[src/rtl/decoder_pkg.sv]
// Shared encodings for the registered one-hot decoder: request modes, FSM states
// and the counter-width helper.
package decoder_pkg;

  typedef enum logic [1:0] {
    MODE_LEVEL = 2'b00,
    MODE_PULSE = 2'b01,
    MODE_SCAN  = 2'b10,
    MODE_RSVD  = 2'b11
  } mode_e;

  typedef enum logic [1:0] {
    ST_IDLE  = 2'b00,
    ST_HOLD  = 2'b01,
    ST_PULSE = 2'b10
`ifdef DEC_SCAN_EN
    , ST_SCAN = 2'b11
`endif
  } state_e;

  function automatic int max_int(input int a, input int b);
    return (a > b) ? a : b;
  endfunction

  // One spare bit so a terminal count of exactly 2^n still fits.
  function automatic int cnt_width(input int pulse_len, input int scan_div);
    return $clog2(max_int(pulse_len, scan_div)) + 1;
  endfunction

endpackage

[src/rtl/onehot_dec.sv]
// Pure combinational SEL_W -> 2^SEL_W one-hot decoder; all-zero when en is low.
module onehot_dec
  import decoder_pkg::*;
#(
  parameter int SEL_W = 4
) (
  input  logic [SEL_W-1:0]      sel,
  input  logic                  en,
  output logic [(1<<SEL_W)-1:0] onehot
);

  // Single active bit at position sel, or nothing when disabled.
  always_comb begin
    onehot = {(1<<SEL_W){1'b0}};
    if (en) begin
      onehot[sel] = 1'b1;
    end else begin
      onehot = {(1<<SEL_W){1'b0}};
    end
  end

endmodule

[src/rtl/onehot_decoder_seq.sv]
// Registered one-hot decoder with valid/ready input and LEVEL/PULSE/SCAN output modes.
// SCAN mode is only built when the DEC_SCAN_EN macro is defined.
module onehot_decoder_seq
  import decoder_pkg::*;
#(
  parameter int SEL_W      = 4,
  parameter int PULSE_LEN  = 3,
  parameter int SCAN_DIV   = 8,
  parameter int ACTIVE_LOW = 0
) (
  input  logic                  clk,
  input  logic                  rst,
  input  logic                  in_valid,
  output logic                  in_ready,
  input  logic [SEL_W-1:0]      in_sel,
  input  logic                  in_en,
  input  logic [1:0]            in_mode,
  output logic [(1<<SEL_W)-1:0] out,
  output logic                  out_valid,
  output logic                  mode_err
);

  localparam int OUT_W = 1 << SEL_W;
  localparam int CNT_W = cnt_width(PULSE_LEN, SCAN_DIV);
  // XOR mask applied at the output register; equals the inactive pattern.
  localparam logic [OUT_W-1:0] OUT_INACT  = (ACTIVE_LOW != 0) ? {OUT_W{1'b1}} : {OUT_W{1'b0}};
  localparam logic [CNT_W-1:0] CNT_ZERO   = {CNT_W{1'b0}};
  localparam logic [CNT_W-1:0] PULSE_LOAD = CNT_W'(PULSE_LEN - 1);
`ifdef DEC_SCAN_EN
  localparam logic [CNT_W-1:0] SCAN_LOAD  = CNT_W'(SCAN_DIV - 1);
`endif

  state_e           state_r;
  logic [OUT_W-1:0] out_r;
  logic             out_valid_r;
  logic             in_ready_r;
  logic             mode_err_r;
  logic [CNT_W-1:0] cnt_r;
`ifdef DEC_SCAN_EN
  logic [SEL_W-1:0] idx_r;
`endif

  logic             accept_s;
  mode_e            mode_s;
  mode_e            eff_mode_s;
  logic             mode_bad_s;
  logic [SEL_W-1:0] dec_sel_s;
  logic             dec_en_s;
  logic [OUT_W-1:0] dec_out_s;

  assign accept_s = in_valid & in_ready_r;

  // Map the requested mode to the one actually executed; unsupported modes fall back to LEVEL.
  always_comb begin
    mode_s     = mode_e'(in_mode);
    eff_mode_s = MODE_LEVEL;
    mode_bad_s = 1'b0;
    case (mode_s)
      MODE_LEVEL: begin
        eff_mode_s = MODE_LEVEL;
        mode_bad_s = 1'b0;
      end
      MODE_PULSE: begin
        eff_mode_s = MODE_PULSE;
        mode_bad_s = 1'b0;
      end
`ifdef DEC_SCAN_EN
      MODE_SCAN: begin
        eff_mode_s = MODE_SCAN;
        mode_bad_s = 1'b0;
      end
`else
      MODE_SCAN: begin
        eff_mode_s = MODE_LEVEL;
        mode_bad_s = 1'b1;
      end
`endif
      MODE_RSVD: begin
        eff_mode_s = MODE_LEVEL;
        mode_bad_s = 1'b1;
      end
      default: begin
        eff_mode_s = MODE_LEVEL;
        mode_bad_s = 1'b1;
      end
    endcase
  end

  // Shared decoder input: a new request's index, otherwise the next scan position.
  always_comb begin
    dec_sel_s = in_sel;
    dec_en_s  = in_en;
`ifdef DEC_SCAN_EN
    if (accept_s) begin
      dec_sel_s = in_sel;
      dec_en_s  = in_en;
    end else begin
      dec_sel_s = idx_r + SEL_W'(1);
      dec_en_s  = 1'b1;
    end
`endif
  end

  onehot_dec #(
    .SEL_W (SEL_W)
  ) u_dec (
    .sel    (dec_sel_s),
    .en     (dec_en_s),
    .onehot (dec_out_s)
  );

  // Control FSM, pulse/scan counters and all output registers.
  always_ff @(posedge clk) begin
    if (rst) begin
      state_r     <= ST_IDLE;
      out_r       <= OUT_INACT;
      out_valid_r <= 1'b0;
      in_ready_r  <= 1'b1;
      mode_err_r  <= 1'b0;
      cnt_r       <= CNT_ZERO;
`ifdef DEC_SCAN_EN
      idx_r       <= {SEL_W{1'b0}};
`endif
    end else if (accept_s) begin
      mode_err_r <= mode_bad_s;
      cnt_r      <= CNT_ZERO;
      if (!in_en) begin
        state_r     <= ST_IDLE;
        out_r       <= OUT_INACT;
        out_valid_r <= 1'b0;
        in_ready_r  <= 1'b1;
      end else begin
        out_r       <= dec_out_s ^ OUT_INACT;
        out_valid_r <= 1'b1;
        case (eff_mode_s)
          MODE_PULSE: begin
            state_r    <= ST_PULSE;
            cnt_r      <= PULSE_LOAD;
            in_ready_r <= 1'b0;
          end
`ifdef DEC_SCAN_EN
          MODE_SCAN: begin
            state_r    <= ST_SCAN;
            cnt_r      <= SCAN_LOAD;
            idx_r      <= in_sel;
            in_ready_r <= 1'b1;
          end
`endif
          default: begin
            state_r    <= ST_HOLD;
            in_ready_r <= 1'b1;
          end
        endcase
      end
    end else begin
      mode_err_r <= 1'b0;
      case (state_r)
        ST_PULSE: begin
          if (cnt_r == CNT_ZERO) begin
            state_r     <= ST_IDLE;
            out_r       <= OUT_INACT;
            out_valid_r <= 1'b0;
            in_ready_r  <= 1'b1;
          end else begin
            cnt_r <= cnt_r - CNT_W'(1);
          end
        end
`ifdef DEC_SCAN_EN
        ST_SCAN: begin
          if (cnt_r == CNT_ZERO) begin
            idx_r <= dec_sel_s;
            out_r <= dec_out_s ^ OUT_INACT;
            cnt_r <= SCAN_LOAD;
          end else begin
            cnt_r <= cnt_r - CNT_W'(1);
          end
        end
`endif
        default: begin
          state_r <= state_r;
        end
      endcase
    end
  end

  assign out       = out_r;
  assign out_valid = out_valid_r;
  assign in_ready  = in_ready_r;
  assign mode_err  = mode_err_r;

endmodule

[config.mk]
export PLATFORM = sky130hd
export DESIGN_NAME = onehot_decoder_seq
export DESIGN_NICKNAME = d
export VERILOG_FILES = /design/src/rtl/decoder_pkg.sv /design/src/rtl/onehot_dec.sv /design/src/rtl/onehot_decoder_seq.sv
export SDC_FILE = /design/constraint.sdc
export NUM_CORES = 1
export LEC_CHECK = 0
export ABC_AREA = 1
export CORE_MARGIN = 2
export CORE_UTILIZATION = 53
export DETAILED_ROUTE_END_ITERATION = 10
export HOLD_SLACK_MARGIN = 0.12
export PLACE_DENSITY = 0.92
export SLEW_MARGIN = 10
export SYNTH_ARGS = -nofsm -noshare
export SYNTH_HDL_FRONTEND = slang
export SYNTH_HIERARCHICAL = 1
export SYNTH_SLANG_ARGS = --single-unit
[constraint.sdc]
create_clock -name clk -period 3.7 [get_ports clk]
set_input_delay 0.555 -clock clk [delete_from_list [all_inputs] [get_ports clk]]
set_output_delay 0.555 -clock clk [all_outputs]
set_load 0.1 [all_outputs]
==> impl_metrics.csv, run 1 <==
group,metric,value,unit
run_status,result_of_the_run,"finished, final reports clean",
worst_setup_path,worst-endpoint-required,3.14,ns
cts,clock_tree_from_tritoncts,"built",
floorplanning,die_height,54.0,um
floorplanning,io-pin-count,29,
routing,drt_pass1_iterations,4,
placed_design,gpl.final_weighted_congestion,0.773,
sta,worstMarginPinSlew,0.974,ns
floorplanning,design.core.area,2430,um^2
logic_synthesis,ys.warnings.count,6,
sta,hold_slack,0.479,ns
logic_synthesis,ys_ff_latch,25,
worst_setup_path,cp_max_fo,3,
routing,drt-vias-per-instance,5.04,
logic_synthesis,synth-seq-area-share,37.7,%
worst_setup_path,critical_path.startpoint_type,"flip-flop",
floorplanning,placementRows,18,
cts,clk_pin_slew_worst_paths,0.12,ns
cts,post-cts-setup-buffers,0,
cts,insertion_delay,0.31,ns
cts,htree_num_levels,1,
pwr,vdd_drop_max,0.208,mV
sta,tns,0,ns
routing,detail-route-antenna-nets,0,
floorplanning,initial_core_util,54.6,%
global_route,globalRouteOverflowTotal,0,
job,drv_cap,0,
cells_and_area,layout-drive-gt1-share,16.2,%
sta,rsz0062_at_grt,"no",
placed_design,post-place-ws,1.61,ns
worst_setup_path,cp.arrival,1.88,ns
routing,remaining_drc_errors,0,
sta,finalSetupViolations,0,
logic_synthesis,synth.lib_cells_used.distinct,21,
worst_setup_path,timing.critical_path.slowest_stage_cell,"sky130_fd_sc_hd__clkdlybuf4s50_1",
min_path,holdCritPathClass,"flip-flop to flip-flop",
logic_synthesis,synthDominantAreaCellType,"sky130_fd_sc_hd__dfxtp_1",
global_route,grt_start_max_net_pins,27,
floorplanning,die_area,2920,um^2
worst_setup_path,critPathBufInv,1,
sta,fin_ws,1.26,ns
routing,initialDrtViolationCount,30,
cells_and_area,fin_area,1610,um^2
pwr,leakage,0.598,nW
sta,clock-skew-final,0.00389,ns
logic_synthesis,syn_nets,183,
cts,numCtsBuffers,3,
pwr,cellPowerDensity,302,nW/um^2
global_route,grt_pass1_wl,4140,um
cells_and_area,area_overhead_vs_synth,21.6,%
worst_setup_path,worst_path_cell_chain,"clkdlybuf4s50_1",
global_route,grt_util_all_layers,19.2,%
routing,overall_via_count_from_detail_route,1148,
cells_and_area,finalCoreUtilization,66.4,%
worst_setup_path,maximum_single_stage_delay_on_the_critical_path,1.16,ns
routing,wl_per_cell,10.8,um
logic_synthesis,syn-cell-area,1330,um^2
placed_design,dpl_wire_length,1790,um
cells_and_area,antennaDiodeCount,0,
placed_design,place.port_buffers,28,
global_route,first_global_vias,1008,
worst_setup_path,timing.critical_path.max_delay_family,"buffers and inverters",
routing,wirelength,2460,um
logic_synthesis,post_synth_main_area_contributors,"sky130_fd_sc_hd__dfxtp_1 (38%), sky130_fd_sc_hd__nand2_1 (10%), sky130_fd_sc_hd__nand3_2 (9.8%), sky130_fd_sc_hd__nor2_1 (7.4%), sky130_fd_sc_hd__a21oi_2 (6.6%)",
sta,timing_max_transition_violations_final,0,
logic_synthesis,yosys.area.top_type_share,37.7,%
sta,hold_violations,0,
sta,timing.max_slew.rel_slack,34.9,%
cells_and_area,final_common_cell,"sky130_fd_sc_hd__nand2_1",
cts,postCtsResizedCells,0,
cts,clock_tree.buffer_depth,2,
placed_design,place_area,1590,um^2
sta,timing.final.crit_share,65.9,%
cells_and_area,final_cell_mix,"sky130_fd_sc_hd__nand2_1 (37), sky130_fd_sc_hd__clkdlybuf4s50_1 (28), sky130_fd_sc_hd__nor2_1 (26)",
cts,clkSinkCount,25,
cts,ctsHoldBuffers,0,
sta,fmax,410,MHz
cts,cts_root_buffer,"sky130_fd_sc_hd__clkbuf_4",
worst_setup_path,worstSetupPathType,"flip-flop to output pin",
logic_synthesis,syn_area_per_cell,7.76,um^2
sta,min_period,2.44,ns
cells_and_area,final_nets,211,
global_route,initial_antenna_violation_count,0,
logic_synthesis,postSynthCellCount,171,
worst_setup_path,crit_path_end_kind,"output pin",
floorplanning,fp.dieW,54.0,um
-- path summary, 6_finish.rpt --
kind / startpoint / endpoint / slack, ns / cells past startpoint
max: in_ready / in_ready / 1.26 / 1
min: cnt_r[0] / cnt_r[0] / 0.48 / 2
max reg2reg: cnt_r[0] / in_ready / 2.31 / 6
min reg2reg: cnt_r[0] / cnt_r[0] / 0.48 / 2
-- state kept, by name (all words and copies together), names as in the netlist --
name / flops
out_valid: 1
cnt_r: 4
mode_err: 1
in_ready: 1
out: 16
state_r: 2
-- per-layer routing --
layer / vias to the layer above / part of all wire [%] / wire (um) / global-route usage [%]
met2: 22 / 48 / 1180 / 31.3
met1: 511 / 48 / 1180 / 25.3
met3: 4 / 2.3 / 56 / 2.50
met5: - / 0 / 0 / 0
li1: 611 / - / - / -
met4: 0 / 1.7 / 43 / 8.75
-- where the power goes --
part / leakage (nW) / switching, mW / internal (mW)
sequential: 0.202 / 0.00332 / 0.274
combinational: 0.380 / 0.0652 / 0.0288
clock: 0.0150 / 0.0743 / 0.0421
-- cell type report --
type,instances,area (um^2)
sequential,25,500
fill,221,818
clock buffer,4,26.3
tap,30,37.5
timing repair buffer,29,288
inverter,18,67.6
multi-input combinational,122,694
-- cells in the mapped netlist --
cell type / number
sky130_fd_sc_hd__inv_1: 18
sky130_fd_sc_hd__a21oi_1: 11
sky130_fd_sc_hd__buf_6: 2
sky130_fd_sc_hd__nand3_2: 13
sky130_fd_sc_hd__buf_12: 1
sky130_fd_sc_hd__clkbuf_8: 1
sky130_fd_sc_hd__nand2_2: 1
sky130_fd_sc_hd__nand3_4: 1
sky130_fd_sc_hd__nand2_4: 1
sky130_fd_sc_hd__ha_1: 2
sky130_fd_sc_hd__clkbuf_1: 1
sky130_fd_sc_hd__nand4_1: 3
sky130_fd_sc_hd__nand2_1: 37
sky130_fd_sc_hd__nor2_4: 1
sky130_fd_sc_hd__a21oi_2: 10
sky130_fd_sc_hd__nand3_1: 12
sky130_fd_sc_hd__o21ai_0: 3
sky130_fd_sc_hd__nor2_1: 26
sky130_fd_sc_hd__buf_2: 1
sky130_fd_sc_hd__dfxtp_1: 25
sky130_fd_sc_hd__nor2_8: 1
-- stage by stage --
| step | power, mW | std cells |
|---|---|---|
| global route | 0.513 | 228 |
| floorplan | 0.355 | 171 |
| CTS | 0.491 | 228 |
| detailed placement | 0.377 | 224 |
| finish | 0.488 | 228 |
| global placement | 0.375 | 224 |
-- cell families after synthesis --
logic type               synth area share, %
AO/OA/AOI/OAI                           11.9
flip-flops                              37.7
buffers and inverters                   9.99
AND/OR/NAND/NOR                         38.5
adder cells (fa/ha/maj)                 1.88
Note: power is estimated with default switching activity, not from simulation.
==> inputs of run 2 (changes only) <==
--- a/config.mk
+++ b/config.mk
@@ -7,10 +7,10 @@
 export LEC_CHECK = 0
 export ABC_AREA = 1
 export CORE_MARGIN = 2
-export CORE_UTILIZATION = 53
+export CORE_UTILIZATION = 49
 export DETAILED_ROUTE_END_ITERATION = 10
 export HOLD_SLACK_MARGIN = 0.12
-export PLACE_DENSITY = 0.92
+export PLACE_DENSITY = 0.87
 export SLEW_MARGIN = 10
 export SYNTH_ARGS = -nofsm -noshare
 export SYNTH_HDL_FRONTEND = slang
==> constraint.sdc (replaced) <==
create_clock -name clk -period 2.5 [get_ports clk]
set_input_delay 0.375 -clock clk [delete_from_list [all_inputs] [get_ports clk]]
set_output_delay 0.375 -clock clk [all_outputs]
set_load 0.1 [all_outputs]
==> impl_metrics.csv, run 2 (synthesized netlist as in run 1, its figures left out) <==
group,metric,value,unit
worst_setup_path,cp_max_fo,19,
cts,clock_tree.buffer_depth,2,
sta,min_period,1.53,ns
routing,drt_pass1_iterations,4,
worst_setup_path,regToRegEndpoint,"out[5]",
cts,clk_pin_slew_worst_paths,0.15,ns
global_route,grt_start_max_net_pins,27,
cells_and_area,layout-drive-gt1-share,25.8,%
global_route,globalRouteOverflowTotal,0,
routing,drt-vias-per-instance,5.11,
routing,remaining_drc_errors,0,
routing,wirelength,2680,um
cells_and_area,largest_reg_flops,16,
sta,worstMarginPinSlew,0.446,ns
placed_design,gpl.final_weighted_congestion,0.898,
sta,timing.final.crit_share,61.3,%
sta,timing_max_transition_violations_final,0,
cts,ctsHoldBuffers,0,
placed_design,dpl_wire_length,2030,um
cts,insertion_delay,0.32,ns
floorplanning,fp.dieW,56.1,um
cells_and_area,area_overhead_vs_synth,18.0,%
cts,postCtsResizedCells,0,
worst_setup_path,worst-endpoint-required,2.77,ns
cells_and_area,final_cell_mix,"sky130_fd_sc_hd__nand2_1 (37), sky130_fd_sc_hd__nor2_1 (26), sky130_fd_sc_hd__dfxtp_1 (25)",
cells_and_area,final_nets,211,
worst_setup_path,cp.arrival,1.81,ns
pwr,cellPowerDensity,469,nW/um^2
global_route,initial_antenna_violation_count,0,
cells_and_area,final_cells,228,
placed_design,place.port_buffers,28,
worst_setup_path,critical_path.startpoint_type,"input port",
worst_setup_path,critical_path.startpoint,"in_en",
run_status,result_of_the_run,"finished, final reports clean",
cts,clock_tree_from_tritoncts,"built",
cts,numCtsBuffers,3,
pwr,vdd_drop_max,0.424,mV
routing,initialDrtViolationCount,23,
sta,tns,0,ns
cells_and_area,fillerInstances,229,
floorplanning,die_height,56.1,um
routing,overall_via_count_from_detail_route,1166,
floorplanning,design.core.area,2520,um^2
worst_setup_path,cp-endpoint,"cnt_r[1]",
sta,clock-skew-final,0.0178,ns
routing,detail-route-antenna-nets,0,
cts,post-cts-setup-buffers,0,
sta,finalSetupViolations,0,
sta,rsz0062_at_grt,"no",
global_route,first_global_vias,1112,
global_route,grt_pass1_wl,4660,um
routing,wl_per_cell,11.8,um
floorplanning,die_area,3140,um^2
floorplanning,placementRows,18,
worst_setup_path,worstReg2RegStart,"cnt_r[0]",
floorplanning,io-pin-count,29,
floorplanning,initial_core_util,52.6,%
cts,clkSinkCount,25,
min_path,holdCritPathClass,"flip-flop to flip-flop",
cells_and_area,antennaDiodeCount,0,
sta,fmax,652,MHz
global_route,grt_util_all_layers,18.2,%
cts,htree_num_levels,1,
sta,hold_violations,0,
sta,timing.max_slew.rel_slack,70.2,%
worst_setup_path,worstSetupPathType,"input port to flip-flop",
placed_design,post-place-cells,224,
job,drv_cap,0,
pwr,leakage,0.634,nW
cts,cts_root_buffer,"sky130_fd_sc_hd__clkbuf_4",
worst_setup_path,r2r_cells,5,
worst_setup_path,crit_path_end_kind,"flip-flop",
cells_and_area,final_common_cell,"sky130_fd_sc_hd__nand2_1",
worst_setup_path,setup.reg_to_reg.worst_slack,1.10,ns
run 2: where the power goes:
group / leakage (nW) / total (mW) / switching, mW / internal (mW)
registers: 0.202 / 0.411 / 0.00467 / 0.406
logic: 0.417 / 0.139 / 0.0973 / 0.0417
clock network: 0.0150 / 0.184 / 0.122 / 0.0623
total: 0.634 / 0.734 / 0.224 / 0.510
run 2: layer usage:
metal,global-route usage (%),part of all wire [%]
met5,0,0
met4,6.80,1.7
met3,3.02,4.7
met2,31.8,49
met1,22.2,44
run 2: worst min path at each step:
stage,start,end,slack [ns],cells past startpoint
floorplan,cnt_r[0],cnt_r[0],0.44,2
global placement,state_r[0],state_r[0],0.45,2
detailed placement,state_r[0],state_r[0],0.46,2
CTS,state_r[0],state_r[0],0.48,2
global route,out[12],out[12],0.50,2
finish,state_r[0],state_r[0],0.48,2
run 2: final cells by class:
cell class	instances	area [um^2]	share of cell area [%]
multi-input combinational	122	694	44.3
sequential	25	500	31.9
timing repair buffer	29	240	15.3
inverter	18	67.6	4.31
tap	30	37.5	2.40
clock buffer	4	26.3	1.68
run 2: worst max-delay path, cell delays in order:
cell and delay, ns:
sky130_fd_sc_hd__clkdlybuf4s50_1 0.62, sky130_fd_sc_hd__inv_1 0.16, sky130_fd_sc_hd__nor2_8 0.26, sky130_fd_sc_hd__nand2_1 0.13
sky130_fd_sc_hd__o21ai_0 0.11, sky130_fd_sc_hd__nor2_1 0.07, sky130_fd_sc_hd__nor2_1 0.08
run 2: metrics by stage:
stage / util [%] / hold WS (ns) / cell area, um^2 / worst slack, ns / power, mW
6_report: 62.1 / 0.481 / 1570 / 0.967 / 0.734
5_1_grt: 62.1 / 0.500 / 1570 / 0.854 / 0.759
4_1_cts: 62.1 / 0.476 / 1570 / 0.978 / 0.732
3_5_place_dp: 61.1 / 0.456 / 1540 / 0.677 / 0.558
3_3_place_gp: 61.1 / 0.453 / 1540 / 0.728 / 0.554
2_1_floorplan: - / 0.444 / 1330 / 0.732 / 0.525
